==> src/rtl/nes_pal_pkg.sv <==
// ---------------------------------------------------------------------------
// nes_pal_pkg
// Shared types and constants for the palette loader.
//   pal_state_t        : loader FSM states (CLEAR exists only in builds that
//                        define PAL_LOADER_CLEAR_EN; the encoding is always
//                        reserved so debug tooling sees one layout)
//   rgb555_t           : one palette entry as the pixel path expects it
//   PAL_BYTES_PER_ENTRY: R, G, B bytes per entry in a .pal file
//   PAL_DEFAULT_INDEX  : ioctl_index used by the HPS for palette downloads
// ---------------------------------------------------------------------------
package nes_pal_pkg;

    typedef enum logic [1:0] {
        IDLE  = 2'd0,
        CLEAR = 2'd1,
        RECV  = 2'd2,
        SKIP  = 2'd3
    } pal_state_t;

    typedef struct packed {
        logic [4:0] b;
        logic [4:0] g;
        logic [4:0] r;
    } rgb555_t;

    localparam int         PAL_BYTES_PER_ENTRY = 3;
    localparam logic [7:0] PAL_DEFAULT_INDEX   = 8'h02;

endpackage

==> src/rtl/pal_loader_if.sv <==
// ---------------------------------------------------------------------------
// pal_loader_if
// Bundles the HPS ioctl download stream and the palette-RAM write port.
//   master : HPS/test side - drives ioctl_*, observes everything else
//   slave  : pal_loader    - consumes ioctl_*, drives ioctl_wait, load_color*,
//            pal_valid and dbg_state
//
// Handshake: ioctl_wr is a one-cycle strobe; the byte on ioctl_dout/ioctl_addr
// is taken on every clk edge where ioctl_wr is high (no ready/ack per byte).
// The only back-pressure is ioctl_wait: while it is high the HPS must not
// raise ioctl_wr. load_color is a one-cycle strobe with no back-pressure;
// load_color_index/load_color_data are valid while it is high and hold
// their last value afterwards.
// dbg_state mirrors the loader FSM state (nes_pal_pkg::pal_state_t encoding).
// ---------------------------------------------------------------------------
interface pal_loader_if;
    logic        ioctl_download;
    logic [7:0]  ioctl_index;
    logic        ioctl_wr;
    logic [24:0] ioctl_addr;
    logic [7:0]  ioctl_dout;
    logic        ioctl_wait;
    logic        load_color;
    logic [5:0]  load_color_index;
    logic [14:0] load_color_data;
    logic        pal_valid;
    logic [1:0]  dbg_state;

    modport master (
        output ioctl_download, ioctl_index, ioctl_wr, ioctl_addr, ioctl_dout,
        input  ioctl_wait, load_color, load_color_index, load_color_data,
               pal_valid, dbg_state
    );

    modport slave (
        input  ioctl_download, ioctl_index, ioctl_wr, ioctl_addr, ioctl_dout,
        output ioctl_wait, load_color, load_color_index, load_color_data,
               pal_valid, dbg_state
    );
endinterface

==> src/rtl/pal_loader_rgb888_to_555.sv <==
// ---------------------------------------------------------------------------
// pal_rgb888_to_555
// Combinational 8-bit to 5-bit colour channel conversion.
//   c8 : 8-bit channel in
//   c5 : 5-bit channel out
// ROUND = 0 : truncate, c5 = c8[7:3]
// ROUND = 1 : round half-up, c5 = min(31, (c8 + 4) >> 3)
// ---------------------------------------------------------------------------
module pal_rgb888_to_555 #(
    parameter int ROUND = 1
) (
    input  logic [7:0] c8,
    output logic [4:0] c5
);

    always_comb begin
        if (ROUND == 0) begin
            c5 = c8[7:3];
        end else if (c8 >= 8'd252) begin
            // 252..255 would round to 32, which does not fit in 5 bits
            c5 = 5'd31;
        end else begin
            c5 = 5'((c8 + 8'd4) >> 3);
        end
    end

endmodule

==> src/rtl/pal_loader.sv <==
// ---------------------------------------------------------------------------
// pal_loader
// Receives a user .pal file (PAL_ENTRIES x {R,G,B} bytes) over the HPS ioctl
// download stream and writes each entry, converted to {B5,G5,R5}, into the
// custom palette slot of the video block's palette RAM.
//   clk     : system clock
//   reset_n : asynchronous active-low reset
//   bus     : pal_loader_if.slave - ioctl stream in, ioctl_wait,
//             load_color/_index/_data, pal_valid, dbg_state out
// Optional build macro PAL_LOADER_CLEAR_EN: on each palette download start,
// sweep zeros into every entry (ioctl_wait held high) before receiving.
// ---------------------------------------------------------------------------
module pal_loader
    import nes_pal_pkg::*;
#(
    parameter logic [7:0] PAL_IOCTL_INDEX = PAL_DEFAULT_INDEX,
    parameter int         PAL_ENTRIES     = 64,
    parameter int         ROUND           = 1
) (
    input  logic         clk,
    input  logic         reset_n,
    pal_loader_if.slave  bus
);

    localparam int               CNT_W     = $clog2(PAL_ENTRIES + 1);
    localparam logic [CNT_W-1:0] ENT_FULL  = CNT_W'(PAL_ENTRIES);
    localparam logic [1:0]       PH_R      = 2'd0;
    localparam logic [1:0]       PH_G      = 2'd1;
    localparam logic [1:0]       PH_B      = 2'(PAL_BYTES_PER_ENTRY - 1);

    pal_state_t       state_q, state_n;
    logic [CNT_W-1:0] entry_q, entry_n, entry_eff;
    logic [1:0]       phase_q, phase_n, phase_eff;
    logic [4:0]       r5_q, r5_n, g5_q, g5_n;
    logic             lc_q, lc_n;
    logic [5:0]       idx_q, idx_n;
    rgb555_t          data_q, data_n;
    logic             valid_q, valid_n;
    logic             sel, sel_q, sel_rise;
    logic [4:0]       c5;

`ifdef PAL_LOADER_CLEAR_EN
    localparam logic [5:0] CLR_LAST = 6'(PAL_ENTRIES - 1);
    logic [5:0] clr_q, clr_n;
    logic       wait_q, wait_n;
`endif

    assign sel      = bus.ioctl_download && (bus.ioctl_index == PAL_IOCTL_INDEX);
    assign sel_rise = sel && !sel_q;

    // One converter serves all three byte phases: only one byte arrives per cycle.
    pal_rgb888_to_555 #(.ROUND(ROUND)) u_conv (
        .c8 (bus.ioctl_dout),
        .c5 (c5)
    );

    always_comb begin
        state_n   = state_q;
        entry_n   = entry_q;
        phase_n   = phase_q;
        r5_n      = r5_q;
        g5_n      = g5_q;
        lc_n      = 1'b0;
        idx_n     = idx_q;
        data_n    = data_q;
        valid_n   = valid_q;
        entry_eff = entry_q;
        phase_eff = phase_q;
`ifdef PAL_LOADER_CLEAR_EN
        clr_n     = clr_q;
        wait_n    = 1'b0;
`endif
        case (state_q)
            IDLE: begin
                if (sel_rise) begin
                    valid_n = 1'b0;
                    entry_n = '0;
                    phase_n = PH_R;
`ifdef PAL_LOADER_CLEAR_EN
                    clr_n   = '0;
                    state_n = CLEAR;
`else
                    state_n = RECV;
`endif
                end
            end
`ifdef PAL_LOADER_CLEAR_EN
            CLEAR: begin
                lc_n   = 1'b1;
                idx_n  = clr_q;
                data_n = '0;
                if (clr_q == CLR_LAST) begin
                    // A download that ended during the sweep gets no RECV phase.
                    state_n = sel ? RECV : IDLE;
                end else begin
                    clr_n = clr_q + 6'd1;
                end
            end
`endif
            RECV: begin
                if (!sel) begin
                    // Short file: drop the partial entry, keep what was written.
                    phase_n = PH_R;
                    state_n = IDLE;
                end else if (bus.ioctl_wr) begin
                    if (bus.ioctl_addr == 25'd0) begin
                        entry_eff = '0;
                        phase_eff = PH_R;
                        entry_n   = '0;
                    end
                    case (phase_eff)
                        PH_R: begin
                            r5_n    = c5;
                            phase_n = PH_G;
                        end
                        PH_G: begin
                            g5_n    = c5;
                            phase_n = PH_B;
                        end
                        default: begin
                            lc_n    = 1'b1;
                            idx_n   = 6'(entry_eff);
                            data_n  = '{b: c5, g: g5_q, r: r5_q};
                            phase_n = PH_R;
                            entry_n = entry_eff + 1'b1;
                            if (entry_n == ENT_FULL) begin
                                valid_n = 1'b1;
                                state_n = SKIP;
                            end
                        end
                    endcase
                end
            end
            SKIP: begin
                if (!sel) begin
                    state_n = IDLE;
                end
            end
            default: state_n = IDLE;
        endcase
`ifdef PAL_LOADER_CLEAR_EN
        // Registered so that it also covers the cycle in which the last
        // clear write is presented to the RAM.
        wait_n = (state_n == CLEAR) || (state_q == CLEAR);
`endif
    end

    always_ff @(posedge clk or negedge reset_n) begin
        if (!reset_n) begin
            state_q <= IDLE;
            entry_q <= '0;
            phase_q <= PH_R;
            r5_q    <= '0;
            g5_q    <= '0;
            lc_q    <= 1'b0;
            idx_q   <= '0;
            data_q  <= '0;
            valid_q <= 1'b0;
            // Reset to 1 so a download already in progress when reset is
            // released is not mistaken for a new one; sel must drop first.
            sel_q   <= 1'b1;
`ifdef PAL_LOADER_CLEAR_EN
            clr_q   <= '0;
            wait_q  <= 1'b0;
`endif
        end else begin
            state_q <= state_n;
            entry_q <= entry_n;
            phase_q <= phase_n;
            r5_q    <= r5_n;
            g5_q    <= g5_n;
            lc_q    <= lc_n;
            idx_q   <= idx_n;
            data_q  <= data_n;
            valid_q <= valid_n;
            sel_q   <= sel;
`ifdef PAL_LOADER_CLEAR_EN
            clr_q   <= clr_n;
            wait_q  <= wait_n;
`endif
        end
    end

    assign bus.load_color       = lc_q;
    assign bus.load_color_index = idx_q;
    assign bus.load_color_data  = data_q;
    assign bus.pal_valid        = valid_q;
    assign bus.dbg_state        = state_q;
`ifdef PAL_LOADER_CLEAR_EN
    assign bus.ioctl_wait       = wait_q;
`else
    assign bus.ioctl_wait       = 1'b0;
`endif

endmodule
==> src/flat_wrapper.sv <==
// flat-port wrapper written by rule: the top's interface ports become plain ports
module pal_loader_flat import nes_pal_pkg::*;
#(
    parameter logic [7:0] PAL_IOCTL_INDEX = PAL_DEFAULT_INDEX,
    parameter int         PAL_ENTRIES     = 64,
    parameter int         ROUND           = 1
)
  (clk, reset_n, bus_ioctl_download, bus_ioctl_index, bus_ioctl_wr, bus_ioctl_addr, bus_ioctl_dout, bus_ioctl_wait, bus_load_color, bus_load_color_index, bus_load_color_data, bus_pal_valid, bus_dbg_state);
  pal_loader_if bus_i ();
  input  logic clk;
  input  logic reset_n;
  input wire logic [$bits(bus_i.ioctl_download)-1:0] bus_ioctl_download;
  input wire logic [$bits(bus_i.ioctl_index)-1:0] bus_ioctl_index;
  input wire logic [$bits(bus_i.ioctl_wr)-1:0] bus_ioctl_wr;
  input wire logic [$bits(bus_i.ioctl_addr)-1:0] bus_ioctl_addr;
  input wire logic [$bits(bus_i.ioctl_dout)-1:0] bus_ioctl_dout;
  output wire logic [$bits(bus_i.ioctl_wait)-1:0] bus_ioctl_wait;
  output wire logic [$bits(bus_i.load_color)-1:0] bus_load_color;
  output wire logic [$bits(bus_i.load_color_index)-1:0] bus_load_color_index;
  output wire logic [$bits(bus_i.load_color_data)-1:0] bus_load_color_data;
  output wire logic [$bits(bus_i.pal_valid)-1:0] bus_pal_valid;
  output wire logic [$bits(bus_i.dbg_state)-1:0] bus_dbg_state;
  assign bus_i.ioctl_download = bus_ioctl_download;
  assign bus_i.ioctl_index = bus_ioctl_index;
  assign bus_i.ioctl_wr = bus_ioctl_wr;
  assign bus_i.ioctl_addr = bus_ioctl_addr;
  assign bus_i.ioctl_dout = bus_ioctl_dout;
  assign bus_ioctl_wait = bus_i.ioctl_wait;
  assign bus_load_color = bus_i.load_color;
  assign bus_load_color_index = bus_i.load_color_index;
  assign bus_load_color_data = bus_i.load_color_data;
  assign bus_pal_valid = bus_i.pal_valid;
  assign bus_dbg_state = bus_i.dbg_state;
  pal_loader #(.PAL_IOCTL_INDEX(PAL_IOCTL_INDEX), .PAL_ENTRIES(PAL_ENTRIES), .ROUND(ROUND)) u_core (.clk(clk), .reset_n(reset_n), .bus(bus_i));
endmodule
==> config.mk <==
export PLATFORM = sky130hd
export DESIGN_NAME = pal_loader_flat
export DESIGN_NICKNAME = d
export VERILOG_FILES = /design/src/rtl/nes_pal_pkg.sv /design/src/rtl/pal_loader_if.sv /design/src/rtl/pal_loader_rgb888_to_555.sv /design/src/rtl/pal_loader.sv /design/src/flat_wrapper.sv
export SDC_FILE = /design/constraint.sdc
export NUM_CORES = 1
export LEC_CHECK = 0
export BUFFER_PORTS_ARGS = -buffer_cell sky130_fd_sc_hd__buf_4
export CAP_MARGIN = 20
export CORE_UTILIZATION = 46
export CTS_CLUSTER_DIAMETER = 80
export CTS_CLUSTER_SIZE = 28
export DETAILED_ROUTE_END_ITERATION = 7
export HOLD_SLACK_MARGIN = 0.03
export PLACE_DENSITY = 0.74
export SETUP_SLACK_MARGIN = 0.2
export SKIP_CTS_REPAIR_TIMING = 1
export SLEW_MARGIN = 20
export SYNTH_ARGS = -nofsm -noshare
export SYNTH_HDL_FRONTEND = slang
export SYNTH_HIERARCHICAL = 1
export SYNTH_SLANG_ARGS = --single-unit
==> constraint.sdc <==
create_clock -name clk -period 3.7 [get_ports clk]
set_input_delay 0.185 -clock clk [delete_from_list [all_inputs] [get_ports clk]]
set_output_delay 0.185 -clock clk [all_outputs]
set_load 0.005 [all_outputs]
==> impl_metrics.toml <==
[placement]
pre_cts_ws_ps = 1250
io_buffers = 67
hpwl_um = 3050
dp.cells = 295
gp_congestion = 0.795

[yosys]
ys_warn_count = 6
ys.flop_type = "dfrtp_1"
synthCells = 184
postSynthAreaPerCell_um2 = 11.8
syn_nets = 231
synth.distinct_cells = 41
netlist_area_um2 = 2160
ys_seq_area_share_pct = 52.1
synth_enable_flop_cells = 0
async_flop_share_pct = 100
synth-seq-cells = 45
synthTopCellsByArea = "dfrtp_1 (51%), mux2_2 (16%), nand3_1 (3.2%), nor2_1 (1.9%), nand4_1 (1.7%)"
yosys.area.top_type = "dfrtp_1"
synth.most_common_cell = "dfrtp_1"
post-synth-top-area-fraction_pct = 50.9
synth_top_cells_by_count = "dfrtp_1 (44), mux2_2 (31), nand3_1 (14)"

[route]
vias_per_cell = 5.54
drt_iter0_markers = 126
via_count = 1679
drt_first_pass_iters = 6
postRouteAntennaNets = 0
routedWlPerCell_um = 14.0
route.detailed.drc = 20
finalWirelength_um = 4250

[clock_tree]
ctsHtreeMaxLevel = 2
clock-root-buffer = "clkbuf_8"
clk_latency_ps = 300
cts.sinks = 45
cts.clk_slew.worst_paths_ps = 80
cts_max_path_buffers = 2
cts_tree = "done"
cts_made_buffers = 5

[worst_setup_path]
cp_top_family = "simple AND/OR/NAND/NOR gates"
end_kind = "flop"
cp_slowest_cell = "or4bb_1"
reg2reg_setup_slack_ps = 1530
max_stage_delay_ps = 500
setup.worst_path.start_class = "flop"
setup.worst_path.class = "reg -> reg"
critPathMaxFanout = 11
path_cells = "or4bb_1 > nor4_1 > buf_4 > nand4_1 > mux2_2"
cp.required_ps = 3880
worst_ep_arrival_time_ps = 2350
path_buf_inv = 1

[cells_and_area]
areaGrowthSynthToFinish_pct = 28.5
drive_gt1_share_pct = 46.2
layout.cells.non_filler = 303
multi_input_area_um2 = 960
layout.nets = 298
fillers = 374
insertedDiodeCount = 0
seqCellArea_um2 = 1130

[floorplanning]
top_level_ports = 71
core_um2 = 4440
die_w_um = 70.6
dieHeight_um = 70.6
start_util_pct = 48.6
fp.dieArea_um2 = 4980
rows = 24

[sta]
worst_slack_ps = 1530
rsz0062_at_grt = "false"
tns_ps = 0
worst_pin_slew_ps = 708
setup_viol = 0
layout_min_cycle_time_ps = 2170
fmax_mhz = 461
skew_ps = 6.68
slew_viol_final = 0
timing.final.crit_share_pct = 58.6
slew_headroom_pct = 52.6
finalHoldViolCount = 0

[global_routing]
gr-total-overflow = 0
grt_start_max_net_pins = 46
grt_pass1_wl_um = 6960
grt_pass1_vias = 1605
antenna_found_initial = 0
track_usage_pct = 18.0

[run_status]
outcome = "finished, violations left"
violations = "DRC"

[flow_run]
drv_cap = 0

[worst_hold_path]
holdCritPathClass = "in -> reg"

[pwr]
ir_drop_v = 0.000229
power_density_nw_per_um2 = 314
total_leakage_power_nw = 1.38
finalPower_mw = 0.873
-- area by class of cell --
cell class,instances,share of cell area (%)
Sequential cell,45,40.6
Multi-Input combinational cell,126,34.5
Timing Repair Buffer,69,18.7
Clock buffer,6,2.97
Tap cell,52,2.34
Inverter,4,0.541
Clock inverter,1,0.270
-- worst paths after layout --
check                                                          from                                          to  depth (start not counted)
worst max-delay path            u_core/bus.dbg_state[0]$_DFFE_PN0P_                  u_core/g5_q[1]$_DFFE_PN0P_                          5
worst min-delay path                             bus_ioctl_index[3]                      u_core/sel_q$_DFF_PN1_                          3
worst max register to register  u_core/bus.dbg_state[0]$_DFFE_PN0P_                  u_core/g5_q[1]$_DFFE_PN0P_                          5
worst min register to register     u_core/bus.pal_valid$_DFFE_PN0P_            u_core/bus.pal_valid$_DFFE_PN0P_                          1
max in group asynchronous                                   reset_n                      u_core/sel_q$_DFF_PN1_                          2
min in group asynchronous                                   reset_n  u_core/bus.load_color_data[12]$_DFFE_PN0P_                          2
-- state kept, by name, summed over array words and instances (netlist names) --
name	cells
u_core/phase_q	2
u_core/entry_q	7
u_core/bus.pal_valid	1
u_core/r5_q	5
u_core/bus.load_color	1
u_core/sel_q	1
u_core/bus.load_color_data	15
u_core/g5_q	5
u_core/bus.load_color_index	6
u_core/bus.dbg_state	2
-- per-layer routing --
metal  up-vias  GRT usage (%)  wire [um]  part of all wire, %
met2        75           30.3       1950                   46
met4         0           8.44         67                  1.6
met3         5           5.56        460                   11
met5         -              0          0                    0
li1        815              -          -                    -
met1       784           21.2       1770                   42
-- layout by cell type (no fill, tap or decap), types with 3 or more instances in the layout --
cell	Yosys	layout
inv_1	3	3
nand2_1	8	8
a31oi_1	5	5
mux2i_1	3	3
nor2_1	11	11
buf_4	1	68
clkbuf_8	0	6
a21oi_1	4	4
dfrtp_1	44	44
nand4_1	6	6
nor3_1	4	4
mux2_2	31	31
nor4_1	6	6
nand3_1	14	14
-- report_power, final --
part,switching [mW],leakage (nW),total (mW),internal (mW)
clock,0.155,0.0433,0.302,0.148
sequential,0.00678,0.612,0.502,0.495
combinational,0.0303,0.727,0.0681,0.0379
total,0.192,1.38,0.873,0.681
-- logic make-up (layout without fill, tap and decap cells) --
family / after synthesis / in the layout / synth area share, %
simple gates: 66 / 66 / 17.7
flops: 45 / 45 / 52.1
mux: 34 / 34 / 17.5
compound gates: 23 / 23 / 7.87
buf+inv: 13 / 80 / 3.47
fa+ha+maj: 2 / 2 / 1.16
other cells: 1 / 1 / 0.173
-- per-stage QoR --
step           cell area, um2  hold WS, ps  utilization (%)
5_1_grt                  2780          196             62.5
6_report                 2780          191             62.5
3_5_place_dp             2680          215             60.2
4_1_cts                  2770         -111             62.3
2_1_floorplan            2160         -111                -
3_3_place_gp             2680          215             60.2
-- tightest hold or removal path: stages --
cell,delay (ps)
buf_4,90
or4_4,130
inv_2,70
(Power assumes the default switching activity.)
